`config.mk`:
```
export PLATFORM = sky130hd
export DESIGN_NAME = conv_feeder
export DESIGN_NICKNAME = d
export VERILOG_FILES = /design/src/rtl/conv_feeder.sv
export SDC_FILE = /design/constraint.sdc
export NUM_CORES = 1
export LEC_CHECK = 0
export CAP_MARGIN = 15
export CORE_MARGIN = 3
export CORE_UTILIZATION = 44
export CTS_BUF_LIST = sky130_fd_sc_hd__clkbuf_2 sky130_fd_sc_hd__clkbuf_4 sky130_fd_sc_hd__clkbuf_8
export DETAILED_ROUTE_END_ITERATION = 8
export HOLD_SLACK_MARGIN = 0.08
export PLACE_DENSITY = 0.87
export SLEW_MARGIN = 20
export SYNTH_ARGS = -nofsm -noshare
export SYNTH_HDL_FRONTEND = slang
export SYNTH_SLANG_ARGS = --single-unit
```
`constraint.sdc`:
```
create_clock -name i_clk -period 3.23 [get_ports i_clk]
set_clock_uncertainty 0.15 [all_clocks]
set_input_delay 0.646 -clock i_clk [delete_from_list [all_inputs] [get_ports i_clk]]
set_output_delay 0.646 -clock i_clk [all_outputs]
set_load 0.02 [all_outputs]
```
`src/rtl/conv_feeder.sv`:
```
// ============================================================================
// Module   : conv_feeder
// Purpose  : Streams kernel weights and feature-map words from BRAMs into
//            conv_blk, counts its result strobes and flags layer completion.
// Revision : 1.0  initial release
// ============================================================================
`default_nettype none

module conv_feeder #(
  parameter int KERNEL_SIZE = 3,
  parameter int FM_SIZE     = 252,
  parameter int PADDING     = 0,
  parameter int STRIDE      = 1,
  parameter int MAXPOOL     = 0,
  parameter int GAP_CYCLES  = 2,
  localparam int K2       = KERNEL_SIZE * KERNEL_SIZE,
  localparam int F2       = FM_SIZE * FM_SIZE,
  localparam int WA       = (K2 > 1) ? $clog2(K2) : 1,
  localparam int FA       = (F2 > 1) ? $clog2(F2) : 1
) (
  input  logic          i_clk,
  input  logic          i_rst,
  input  logic          i_start,
  output logic [WA-1:0] o_read_weight_bram,
  input  logic [17:0]   i_weight,
  output logic [FA-1:0] o_read_fm_bram,
  input  logic [29:0]   i_fm,
  output logic          o_weight_en,
  output logic [17:0]   o_weight_data,
  output logic          o_go,
  output logic [29:0]   o_fm_data,
  input  logic          i_conv_en,
  output logic          o_busy,
  output logic          o_done
);

  localparam int OUT_SIZE = ((FM_SIZE - KERNEL_SIZE + 2 * PADDING) / STRIDE) + 1;
  localparam int N_OUT    = (MAXPOOL != 0) ? (OUT_SIZE / 2) * (OUT_SIZE / 2)
                                           : OUT_SIZE * OUT_SIZE;
  localparam int RW       = (N_OUT > 0) ? $clog2(N_OUT + 1) : 1;
  localparam int GW       = (GAP_CYCLES > 1) ? $clog2(GAP_CYCLES) : 1;

  localparam logic [WA-1:0] c_w_last   = WA'(K2 - 1);
  localparam logic [FA-1:0] c_fm_last  = FA'(F2 - 1);
  localparam logic [GW-1:0] c_gap_last = GW'(GAP_CYCLES - 1);
  localparam logic [RW-1:0] c_n_out    = RW'(N_OUT);

  typedef enum logic [2:0] {
    S_IDLE   = 3'd0,
    S_LOAD_W = 3'd1,
    S_GAP    = 3'd2,
    S_STREAM = 3'd3,
    S_DRAIN  = 3'd4,
    S_DONE   = 3'd5
  } state_t;

  state_t        r_state;
  state_t        w_next;
  logic [WA-1:0] r_w_cnt;
  logic [GW-1:0] r_gap_cnt;
  logic [FA-1:0] r_fm_cnt;
  logic [RW-1:0] r_res_cnt;
  logic          r_weight_en;
  logic          w_res_hit;
  logic [RW-1:0] w_res_next;

  // Result strobes only count while conv_blk is being fed; the count saturates.
  assign w_res_hit  = ((r_state == S_STREAM) || (r_state == S_DRAIN)) &&
                      i_conv_en && (r_res_cnt != c_n_out);
  assign w_res_next = r_res_cnt + RW'(w_res_hit);

  always_comb begin
    w_next = r_state;
    unique case (r_state)
      S_IDLE:   if (i_start) w_next = S_LOAD_W;
      S_LOAD_W: if (r_w_cnt == c_w_last) w_next = S_GAP;
      S_GAP:    if (r_gap_cnt == c_gap_last) w_next = S_STREAM;
      S_STREAM: if (r_fm_cnt == c_fm_last)
                  w_next = (w_res_next == c_n_out) ? S_DONE : S_DRAIN;
      S_DRAIN:  if (w_res_next == c_n_out) w_next = S_DONE;
      S_DONE:   w_next = S_IDLE;
      default:  w_next = S_IDLE;
    endcase
  end

  always_ff @(posedge i_clk or posedge i_rst) begin
    if (i_rst) begin
      r_state     <= S_IDLE;
      r_w_cnt     <= '0;
      r_gap_cnt   <= '0;
      r_fm_cnt    <= '0;
      r_res_cnt   <= '0;
      r_weight_en <= 1'b0;
    end else begin
      r_state     <= w_next;
      r_weight_en <= (r_state == S_LOAD_W);
      r_w_cnt     <= (r_state == S_LOAD_W) ? r_w_cnt + WA'(1) : '0;
      r_gap_cnt   <= (r_state == S_GAP) ? r_gap_cnt + GW'(1) : '0;
      if (r_state == S_STREAM) begin
        if (r_fm_cnt != c_fm_last) r_fm_cnt <= r_fm_cnt + FA'(1);
      end else if (r_state != S_DRAIN) begin
        r_fm_cnt <= '0;
      end
      r_res_cnt   <= (r_state == S_DONE) ? '0 : w_res_next;
    end
  end

  // BRAM data arrives one cycle after its address, so the weight strobe and
  // the FM address both run one step ahead of/behind the raw counters.
  always_comb begin
    o_read_weight_bram = (r_state == S_LOAD_W) ? r_w_cnt : '0;
    o_weight_en        = r_weight_en;
    o_weight_data      = r_weight_en ? i_weight : 18'd0;
    o_go               = (r_state == S_STREAM) || (r_state == S_DRAIN);
    o_fm_data          = (r_state == S_STREAM) ? i_fm : 30'd0;
    o_read_fm_bram     = '0;
    if (r_state == S_STREAM)
      o_read_fm_bram = (r_fm_cnt == c_fm_last) ? c_fm_last : r_fm_cnt + FA'(1);
    else if (r_state == S_DRAIN)
      o_read_fm_bram = c_fm_last;
    o_busy             = (r_state != S_IDLE);
    o_done             = (r_state == S_DONE);
  end

endmodule

`default_nettype wire

```
Yosys cells after proc, flatten, opt, wreduce, memory -nomap -nowiden
Cells that the tools add are included.
- register bits after elaboration: 41
- input bits: 52
- word-level logic and storage cells: 54
- $add $sub $neg: 4
- equality and inequality tests: 17
- mux-type cells: 19
- reduce and logical (&&, ||, !) cells: 8
- operator list (cell ; number):
    $mux W16 ; 7
    $eq A16 B16 Y1 const B ; 2
    $ne A16 B16 Y1 const B ; 2
    $mux W30 ; 1
    $mux W18 ; 1
    $add A16 B1 Y16 ; 1
    $add A16 B1 Y16 const B ; 1
    $mux W3 ; 5
    $pmux W3 S5 ; 1
    $mux W4 ; 2
    $eq A3 B2 Y1 const B ; 2
    $eq A3 B3 Y1 const B ; 2
    $ne A2 B1 Y1 const B ; 3
    $ne A2 B2 Y1 const B ; 3
    $reduce_and A5 Y1 ; 1
    $add A4 B1 Y4 const B ; 1
    $eq A4 B4 Y1 const B ; 1
    $eq A3 B1 Y1 const B ; 1
    $logic_not A3 Y1 ; 1
    $ne A3 B3 Y1 const B ; 1
    $reduce_bool A3 Y1 ; 1
    $logic_and A1 B1 Y1 ; 2
    $mux W1 ; 2
    $reduce_and A2 Y1 ; 1
    3 further kinds ; 3

Logic depth before layout (Yosys ltp)
- depth after elaboration: 9
- gate-level depth with buffers: 14
- mapped depth without buffers: 12

Worst setup path before layout
OpenSTA, ideal clock, no wires.
- path kind: reg-to-reg
- from: register r_state[1]
- to: register r_state[0]
- library setup time: 0.095 ns
- data arrival time: 2.830 ns
- data required time: 2.985 ns
- slack: 0.154 ns
- cell stages (with the launch flop): 15
- period minus slack after synthesis: 3.076 ns
- cells stage by stage: dfrtp_1 -> and3b_1 -> clkbuf_1 -> nor2_1 -> inv_1 -> nand2_1 -> a21oi_1 -> ha_1 -> ha_1 -> and4_1 -> clkbuf_1 -> nor3b_1 -> and3_1 -> o32ai_1 -> o31ai_1
- longest elaborated chain between the ends: 9
- elaborated cells between the ends (all ways): 19
- RTL lines (what ; line ; RTL):
    start: declaration ; 57 ; state_t r_state;
    start signal: assignment ; 95 ; r_state <= w_next;
    $eq A3 B2 Y1 or $eq A3 B3 Y1 (tied branches) ; - ;
    $logic_or A1 B1 Y1 * ; - ;
    via o_go ; 30 ; output logic o_go,
    $logic_and A1 B1 Y1 * ; 68 ; assign w_res_hit = ((r_state == S_STREAM) || (r_state == S_DRAIN)) &&
    $logic_and A1 B1 Y1 * ; 69 ; i_conv_en && (r_res_cnt != c_n_out);
    $add A16 B1 Y16 * ; 70 ; assign w_res_next = r_res_cnt + RW'(w_res_hit);
    $eq A16 B16 Y1 * ; 79, 80 ;
    $mux W1 ; 79 ; w_next = (w_res_next == c_n_out) ? S_DONE : S_DRAIN;
    $mux W3 ; 78 ; S_STREAM: if (r_fm_cnt == c_fm_last)
    $pmux W3 S5 ; 74 ; unique case (r_state)
Mark *: on every way through the listed nets, which the timed path passes. The rest lies on a longest branch. The select of a mux whose other input is x is not followed.
A chain may end at the register's enable or synchronous reset.

Worst setup path in the final report
- from: register r_fm_cnt[10]
- to: output o_read_fm_bram[2]
- longest elaborated chain between the ends: 3
- RTL lines (what ; line ; RTL):
    start: declaration ; 61 ; logic [FA-1:0] r_fm_cnt;
    start signal: assignment ; 100 ; if (r_fm_cnt != c_fm_last) r_fm_cnt <= r_fm_cnt + FA'(1);
    $eq A16 B16 Y1 ; 118 ; o_read_fm_bram = (r_fm_cnt == c_fm_last) ? c_fm_last : r_fm_cnt + FA'(1);
    $mux W16 ; 118 ;
    $mux W16 ; 117 ; if (r_state == S_STREAM)
    end: declaration ; 26 ; output logic [FA-1:0] o_read_fm_bram,
Every way passes these cells.

==> metrics.yaml <==
status: "complete, no violations"
cts_max_level: 2
drv_slew: 0
nets: 534
die-area_um2: 7420
cts_buffer_depth: 2
fmaxAchievable_mhz: 316
power.leakage_nw: 1.94
crit_fanout: 9
finalSetupTns_ps: 0
design_area_um2: 4360
grt_usage: 0.231
drtIter0Drc: 177
worst_slew_pin_slew_ps: 529
drv_cap: 0
core_um2: 6060
ys_types: 48
ios: 124
die_height_um: 86.2
hold_path_class: "register to register"
drc: 0
ys_seq_area_frac: 0.363
initial_core_util: 0.467
viasPerCell: 5.40
cts-root-buf: "clkbuf_8"
layoutNonFillerInstCount: 553
synthFlopType: "dfrtp_1"
rows: 28
synth_edf_count: 0
finalSetupViolCount: 0
syn_nets: 399
num_vias: 2987
dp_hpwl_mm: 6.88
finalCriticalPeriod_ps: 3160
overflow: 0
async_flop_share: 1.00
power_density_nw_per_um2: 549
portBuffers: 123
antenna_found_initial: 0
synth_warnings: 0
grt_pass1_vias: 2799
fin_hold_ws_ps: 324
power.total_mw: 2.40
postSynthCellCount: 342
die_x_um: 86.2
slew-limit-headroom: 0.648
irDropWorstVdd_mv: 0.351
cts.clk_slew.worst_paths_ps: 90
drt_pass1_iterations: 4
hold_viol_final: 0
synthesis.area_um2: 2830
wl_mm: 8.73
post_dp_cell_area_um2: 4260
area_growth_pct: 54.3
numCtsBuffers: 5
gp_congestion: 0.915
dp.cells: 544
grt_pass1_wl_mm: 13.7
dp_slack_ps: 2.76
grt_max_degree: 42
wl_per_cell_um: 15.8
crit_type: "register to output port"
ant_nets: 0
ys_ff_latch: 41
num_antenna_cells: 0
setup_slack_ps: 69.4
insertion_delay_ps: 300
clkSinkCount: 41
crit_path_start_kind: "register"
critical_path_arrival_ps: 2360
cp-end-kind: "output port"
cts_tree: "built"
drive_above_1_share: 0.0921
period_share: 0.979
final_util: 0.720
syn_area_per_cell_um2: 8.27
crit_required_ps: 2430
hold_buffers: 0
==> power breakdown <==
group | switching [mW] | internal, mW
registers | 0.0832 | 0.583
logic | 0.750 | 0.642
clock network | 0.189 | 0.149
total | 1.02 | 1.37
==> path summary, 6_finish.rpt <==
| kind | startpoint | endpoint | slack, ps | cells after the start |
|---|---|---|---|---|
| worst max register to register | r_state[0] | r_state[0] | 220 | 12 |
| worst min-delay path | r_gap_cnt | r_gap_cnt | 320 | 1 |
| worst min register to register | r_gap_cnt | r_gap_cnt | 320 | 1 |
| min in group asynchronous | i_rst | r_res_cnt[0] | 620 | 3 |
| worst max-delay path | r_fm_cnt[10] | o_read_fm_bram[2] | 70 | 5 |
| max in group asynchronous | i_rst | r_fm_cnt[4] | 1940 | 3 |
==> worst max-delay path, stage by stage, from the launching register on <==
cell and delay (ps):
dfrtp_1 390, or4b_4 580, nor4_2 360, nor2_2 170
a31oi_1 220, dlygate4sd2_1 350
==> synth_stat cells (2+ instances only) <==
cell	instances	area, um^2
a21o_1	9	67.6
a21oi_1	13	65.1
a31oi_1	2	12.5
and2_1	51	319
and3_1	2	12.5
and3b_1	2	17.5
and4_1	3	26.3
clkbuf_1	19	71.3
dfrtp_1	41	1030
ha_1	5	62.6
inv_1	11	41.3
mux2i_1	2	20.0
nand2_1	22	82.6
nand2b_1	3	18.8
nand3_1	16	80.1
nand3b_1	2	15.0
nand4_1	5	31.3
nand4b_1	3	26.3
nor2_1	40	150
nor2b_1	2	12.5
nor3_1	7	35.0
nor3b_1	3	22.5
nor4_1	8	50.1
nor4b_1	2	17.5
o21ai_0	14	70.1
o31ai_1	3	22.5
or3_1	5	31.3
xnor2_1	13	114
xor2_1	15	131
==> state kept, by name, indices dropped and copies added (netlist names) <==
signal,cells
r_state,3
r_res_cnt,16
r_gap_cnt,1
r_w_cnt,4
r_fm_cnt,16
o_weight_en,1
==> kinds of logic after synthesis <==
logic type      count (synthesis)  synth area share
mux                             2           0.00708
flops                          41             0.363
compound gates                 52             0.123
simple gates                  181             0.353
fa+ha+maj                       5            0.0221
buf+inv                        33            0.0456
xor+xnor                       28            0.0867
==> routing by layer <==
layer | vias to the layer above | share of wire | track usage
met4 | 0 | 0.028 | 0.0791
met3 | 15 | 0.077 | 0.0471
met2 | 130 | 0.48 | 0.403
met5 | - | 0 | 0
li1 | 1437 | - | -
met1 | 1405 | 0.41 | 0.282
==> placed cells by master, fill, tap and decap left out, types with 5 or more instances in the layout <==
master and instances:
nor4_1 5, or3_1 5, buf_4 26, and2_1 51, inv_1 11, clkdlybuf4s50_1 107, xor2_1 15, nor2_1 39
ha_1 5, xnor2_1 13, a21o_1 9, nand4_1 5, dfrtp_1 41, nand3_1 16, nand2_1 22, nor3_1 6
o21ai_0 14, clkbuf_8 5, dlygate4sd2_1 16, a21oi_1 13
==> what timing repair did <==
action	4_1_cts	5_1_grt
buffers inserted	0	1
hold endpoints to repair	0	0
endpoints found under the setup margin	16	8
resized for setup	20	2
==> cell type report <==
class | count | area [um^2]
timing repair buffer | 150 | 1420
tap | 75 | 93.8
fill | 488 | 1700
multi-input combinational | 268 | 1700
sequential | 41 | 1030
clock buffer | 5 | 68.8
clock inverter | 3 | 17.5
inverter | 11 | 41.3
Note: power is estimated with default switching activity, not from simulation.
==> RTL edit 1, RTL diff (same flow settings) <==
Change the parameter `FM_SIZE` from 252 to 126.
--- a/src/rtl/conv_feeder.sv
+++ b/src/rtl/conv_feeder.sv
@@ -9,5 +9,5 @@
 module conv_feeder #(
   parameter int KERNEL_SIZE = 3,
-  parameter int FM_SIZE     = 252,
+  parameter int FM_SIZE     = 126,
   parameter int PADDING     = 0,
   parameter int STRIDE      = 1,
Ports: changed (resized o_read_fm_bram); port bits go from 124 to 122. No check against the original RTL was run, so the function may have changed too.
==> RTL edit 1 against the original RTL <==
  * Wire length shrank 7.6%
  * Critical endpoint unchanged
  * Area after synthesis decreased by 11%
  * Non-clock buffer count decreased by 14
  * Final area fell by 8.6%
  * Highest routed layer unchanged
  * Sequential cell count down 4
  * Sequential share of layout area decreased by 0.30 points
  * Count of clock-buffer cells in the layout up 1
  * Setup slack improved by 76 ps
Power is not compared: it rests on default switching activity, and its combinational part moved more than twofold at a synthesized area within 25%.
==> RTL edit 1: results (changes against the original RTL) <==
Layout
  • Final net count: 489 (was 534)
  • Non-clk bufs: 136 (was 150)
  • Finished layout cell area: 0.00399 mm2 (was 0.00436 mm2)
  • Multi-input gates: 242 (was 268)
  • Top Registers: r_fm_cnt (14), r_res_cnt (14), r_w_cnt (4) (was r_fm_cnt (16), r_res_cnt (16), r_w_cnt (4))
  • FILL cells: 391 (was 488)
  • Area occupied by multi-input gates: 0.00151 mm2 (was 0.00170 mm2)
  • Buffer share of cell area: 32.8% (was 32.5%)
  • Layout clock buffer count: 6 (was 5)
  • Inverters: 10 (was 11)
  • Reg area: 926 um2 (was 0.00103 mm2)
  • Share of layout cells above drive strength 1: 8.31% (was 9.21%)
  • Clock-cell share of area: 3.01% (was 1.98%)

Worst setup path
  • FF-to-FF Start: r_state[1] (was r_state[0])
  • Reg2reg setup slack: 300 ps (was 220 ps)
  • Worst Reg-to-Reg Cells: 10 (was 12)
  • Worst Setup SP: r_fm_cnt[1] (was r_fm_cnt[10])
  • Critical path's slowest cell: dfrtp_1 (was or4b_4)
  • Crit path DAT: 2290 ps (was 2360 ps)
  • Critical Path Fanout Max: 6 (was 9)
  • Crit-path max cell delay: 390 ps (was 580 ps)

Global routing
  • Tot GR Track Use: 23.4% (was 23.1%)
  • Met3 GRT Util: 5.48% (was 4.71%)
  • Global-route met2 utilization: 41.4% (was 40.3%)
  • Routing usage on met1: 28.9% (was 28.2%)
  • Largest net degree at the start of global routing: 38 (was 42)

Placed design
  • Place WS: 73.7 ps (was 2.76 ps)
  • IO Port Bufs: 121 (was 123)
  • HPWL after detailed placement: 6180 um (was 6880 um)
  • DP Cell Count: 495 (was 544)

Logic synthesis
  • Post-synthesis mux area share: 0.398% (was 0.708%)
  • Compound-Gate Fraction of Synth Area: 10.8% (was 12.3%)
  • Commonest cells in the netlist: and2_1, dfrtp_1, nor2_1 (unchanged)
  • XOR/XNOR share of the synthesized area: 9.40% (was 8.67%)
  • Largest cells by area after synthesis: dfrtp_1, and2_1, xnor2_1 (was dfrtp_1, and2_1, nor2_1)
  • Post-Syn Nets: 360 (was 399)
  • Synth unique cells: 45 (was 48)
  • Seq/Total Area, Yosys: 36.8% (was 36.3%)

Outcome
  • Status: completed (unchanged)

Drt
  • Vias/cell: 5.29 (was 5.40)
  • Met3 WL: 718 um (was 675 um)
  • DR iter-0 viols: 174 (was 177)
  • Met2 routed WL: 4090 um (was 4200 um)
  • Met1 WL: 3150 um (was 3610 um)
  • Routed Wire Length: 8060 um (was 8730 um)

Timing
  • Part of the cycle the worst path needs: 95.5% (was 97.9%)
  • Hold_ws: 286 ps (was 324 ps)
  • Actual slew at the worst max-slew pin: 541 ps (was 529 ps)

Clock tree
  • Worst-path clk slew: 70 ps (was 90 ps)
  • PostCTS Resize Cnt: 14 (was 20)

Floorplanning
  • Tap cells: 70 (was 75)
[RTL edit 1: cell count changes after synthesis, sizes merged, moves of 3 or more]
| cell | before | now |
|---|---|---|
| a21o | 9 | 6 |
| a21oi | 13 | 7 |
| and2 | 51 | 54 |
| clkbuf | 19 | 9 |
| dfrtp | 41 | 37 |
| nand2 | 22 | 19 |
| nand3 | 16 | 11 |
| nor2 | 40 | 35 |
| nor3 | 7 | 10 |
| o21ai | 15 | 22 |
| o31ai | 3 | 0 |
| xnor2 | 13 | 17 |
| xor2 | 15 | 10 |
[RTL edit 1: worst min-delay path by stage]
stage	to	depth (start not counted)
after detailed placement	r_gap_cnt	1
final	r_gap_cnt	1
after global routing	r_gap_cnt	1
after global placement	r_gap_cnt	1
after CTS	r_gap_cnt	1
after floorplan	r_gap_cnt	1
[RTL edit 1: where the power goes]
group	total, uW	leakage (uW)	internal, uW	switching [uW]
clock	415	0.0000574	251	164
sequential	549	0.000480	500	49.0
combinational	280	0.00114	157	122
total	1240	0.00168	908	336
==> RTL edit 2, RTL diff (same settings) <==
Made on the original files. Encoding of `state_t`: now one-hot (6 bits for 6 states).
--- a/src/rtl/conv_feeder.sv
+++ b/src/rtl/conv_feeder.sv
@@ -46,11 +46,11 @@
   localparam logic [RW-1:0] c_n_out    = RW'(N_OUT);
 
-  typedef enum logic [2:0] {
-    S_IDLE   = 3'd0,
-    S_LOAD_W = 3'd1,
-    S_GAP    = 3'd2,
-    S_STREAM = 3'd3,
-    S_DRAIN  = 3'd4,
-    S_DONE   = 3'd5
+  typedef enum logic [5:0] {
+    S_IDLE   = 6'b000001,
+    S_LOAD_W = 6'b000010,
+    S_GAP    = 6'b000100,
+    S_STREAM = 6'b001000,
+    S_DRAIN  = 6'b010000,
+    S_DONE   = 6'b100000
   } state_t;
 
Formal check against the unedited RTL: same outputs for any inputs over 10 cycles, from zero or initial values and one cycle with i_rst high; not proved beyond that.
==> RTL edit 2 against the original RTL <==
  * Final area rose by 4.4%
  * Wire length increased by 14%
  * Area after synthesis increased by 6.5%
  * Sequential cell count rose by 3
  * Setup slack worse by 33 ps
  * Register-to-register slack worse by 180 ps
Power is not compared: it rests on default switching activity, and its combinational part moved more than twofold at a synthesized area within 25%.
==> RTL edit 2: results (changes against the original RTL) <==
Outcome
  • Status: completed (unchanged)

Placed design
  • DP Cell Count: 546 (was 544)
  • Post-Place Cell Area: 0.00432 mm2 (was 0.00426 mm2)
  • HPWL after detailed placement: 7100 um (was 6880 um)
  • IO Port Bufs: 123 (unchanged)
  • Place WS: 51.9 ps (was 2.76 ps)
  • GP Congestion: 0.973 (was 0.915)

Layout
  • Share of layout cells above drive strength 1: 14.2% (was 9.21%)
  • Top Registers: r_fm_cnt (16), r_res_cnt (16), r_state (6) (was r_fm_cnt (16), r_res_cnt (16), r_w_cnt (4))
  • Fin cells: 564 (was 553)
  • FILL cells: 502 (was 488)
  • Final net count: 542 (was 534)

Clock tree
  • # H-tree levels: 2 (unchanged)
  • TritonCTS buffer count: 5 (unchanged)
  • Worst-path clk slew: 90 ps (about the same)
  • Clk_lat worst skew: 310 ps
  • Longest Clk Path Bufs: 2 (unchanged)

Worst setup path
  • Crit path DAT: 3250 ps (was 2360 ps)
  • Critical Path Fanout Max: 5 (was 9)

Global routing
  • Largest net degree at the start of global routing: 45 (was 42)
  • Initial antenna violation count: 1 (was 0)
  • Tot GR Track Use: 23.6% (was 23.1%)
  • First-pass GRT wire length: 14300 um (was 13700 um)
  • Vias in the first global route: 2780 (was 2799)

Logic synthesis
  • Asr flop ratio synth: 100% (unchanged)
  • Synth Flop Type: dfrtp_1 (unchanged)
  • Largest cells by area after synthesis: dfrtp_1, and2_1, nor2_1 (unchanged)
  • Yosys Warn Count: 0 (unchanged)
  • Synth unique cells: 54 (was 48)
  • Commonest cells in the netlist: and2_1, dfrtp_1, nor2_1 (unchanged)
  • Seq/Total Area, Yosys: 36.6% (was 36.3%)
  • Mapped Cells: 355 (was 342)
  • Post-Syn Nets: 412 (was 399)

Drt
  • Routed Wire Length: 9990 um (was 8730 um)
  • DR iter-0 viols: 176 (was 177)
  • 1st-pass router iterations: 5 (was 4)
  • Vias/cell: 5.65 (was 5.40)

Power and ir drop
  • Peak VDD IR: ~0.0003 V
  • Lkg Pwr: around 0.0022 uW

Hold path
  • Min-delay worst type: flip-flop to flip-flop (unchanged)

Timing
  • Max-slew headroom: 62.0% (was 64.8%)
[RTL edit 2: cell count changes in the layout (fill, tap and decap cells not counted), moves of 4 or more]
cell             before  now
inv_1                11    7
buf_4                26   19
dlymetal6s2s_1        0   10
clkdlybuf4s50_1     107   77
nor3_1                6    2
dlygate4sd2_1        16   21
o21ai_0              14    4
nor2b_1               2    9
a21o_1                9    2
o21ai_1               1   18
clkbuf_2              0   12
o31ai_1               3    8
[RTL edit 2: final cells by class]
class	instances	area [um2]	area share, %
sequential	44	1100	24.2
inverter	8	30.0	0.659
clock inverter	1	30.0	0.659
antenna	1	2.50	0.0549
multi-input combinational	282	1860	40.9
tap	77	96.3	2.12
clock buffer	7	96.3	2.12
timing repair buffer	144	1330	29.2
[RTL edit 2: per-layer routing]
metal | share of wire (%) | global-route usage [%] | up-vias
li1 | - | - | 1480
met1 | 39 | 29.0 | 1514
met2 | 49 | 40.7 | 168
met3 | 8.9 | 4.93 | 26
met4 | 3.4 | 8.52 | 0
met5 | 0 | 0 | -
[RTL edit 2: worst max-delay path: stages, from the launching register on]
cell	delay (ps)
dfrtp_1	420
or3_4	430
or3_4	350
inv_2	70
o311a_4	190
ha_4	160
nand4_1	210
or3_4	470
mux2i_1	130
nor2_1	150
o2111ai_2	160
and2_1	180
[RTL edit 2: what timing repair did]
action,in CTS,in global routing
gates resized for setup,39,54
pin swaps,1,9
buffers inserted,1,6
endpoints found under the setup margin,47,23
cloned,1,1
hold buffers,0,0
[RTL edit 2: report_power, final]
| group | switching [uW] | total, uW | leakage (uW) | internal [uW] |
|---|---|---|---|---|
| Clock | 194 | 467 | 0.0000645 | 273 |
| Combinational | 303 | 619 | 0.00149 | 317 |
| Sequential | 63.6 | 660 | 0.000606 | 596 |
[RTL edit 2: cells by family (layout without fill, tap and decap cells)]
family                   after synthesis  count (layout)  share of synthesized area, %
multiplexers                           1               1                         0.332
adder cells (fa/ha/maj)                5               5                          2.08
AND/OR/NAND/NOR                      188             189                          35.6
AO/OA/AOI/OAI                         59              59                          12.3
XOR/XNOR                              28              28                          8.14
buffers and inverters                 30             160                          4.98
flip-flops                            44              44                          36.6
other                                  0               1                             0
[RTL edit 2: worst paths after layout]
path / slack, ps / endpoint / from / depth (start not counted)
max: 40 / r_state[4] / r_state[2] / 11
min: 280 / r_gap_cnt / r_gap_cnt / 1
max reg2reg: 40 / r_state[4] / r_state[2] / 11
min reg2reg: 280 / r_gap_cnt / r_gap_cnt / 1
max in group asynchronous: 1870 / r_fm_cnt[2] / i_rst / 3
min in group asynchronous: 640 / r_w_cnt[0] / i_rst / 3
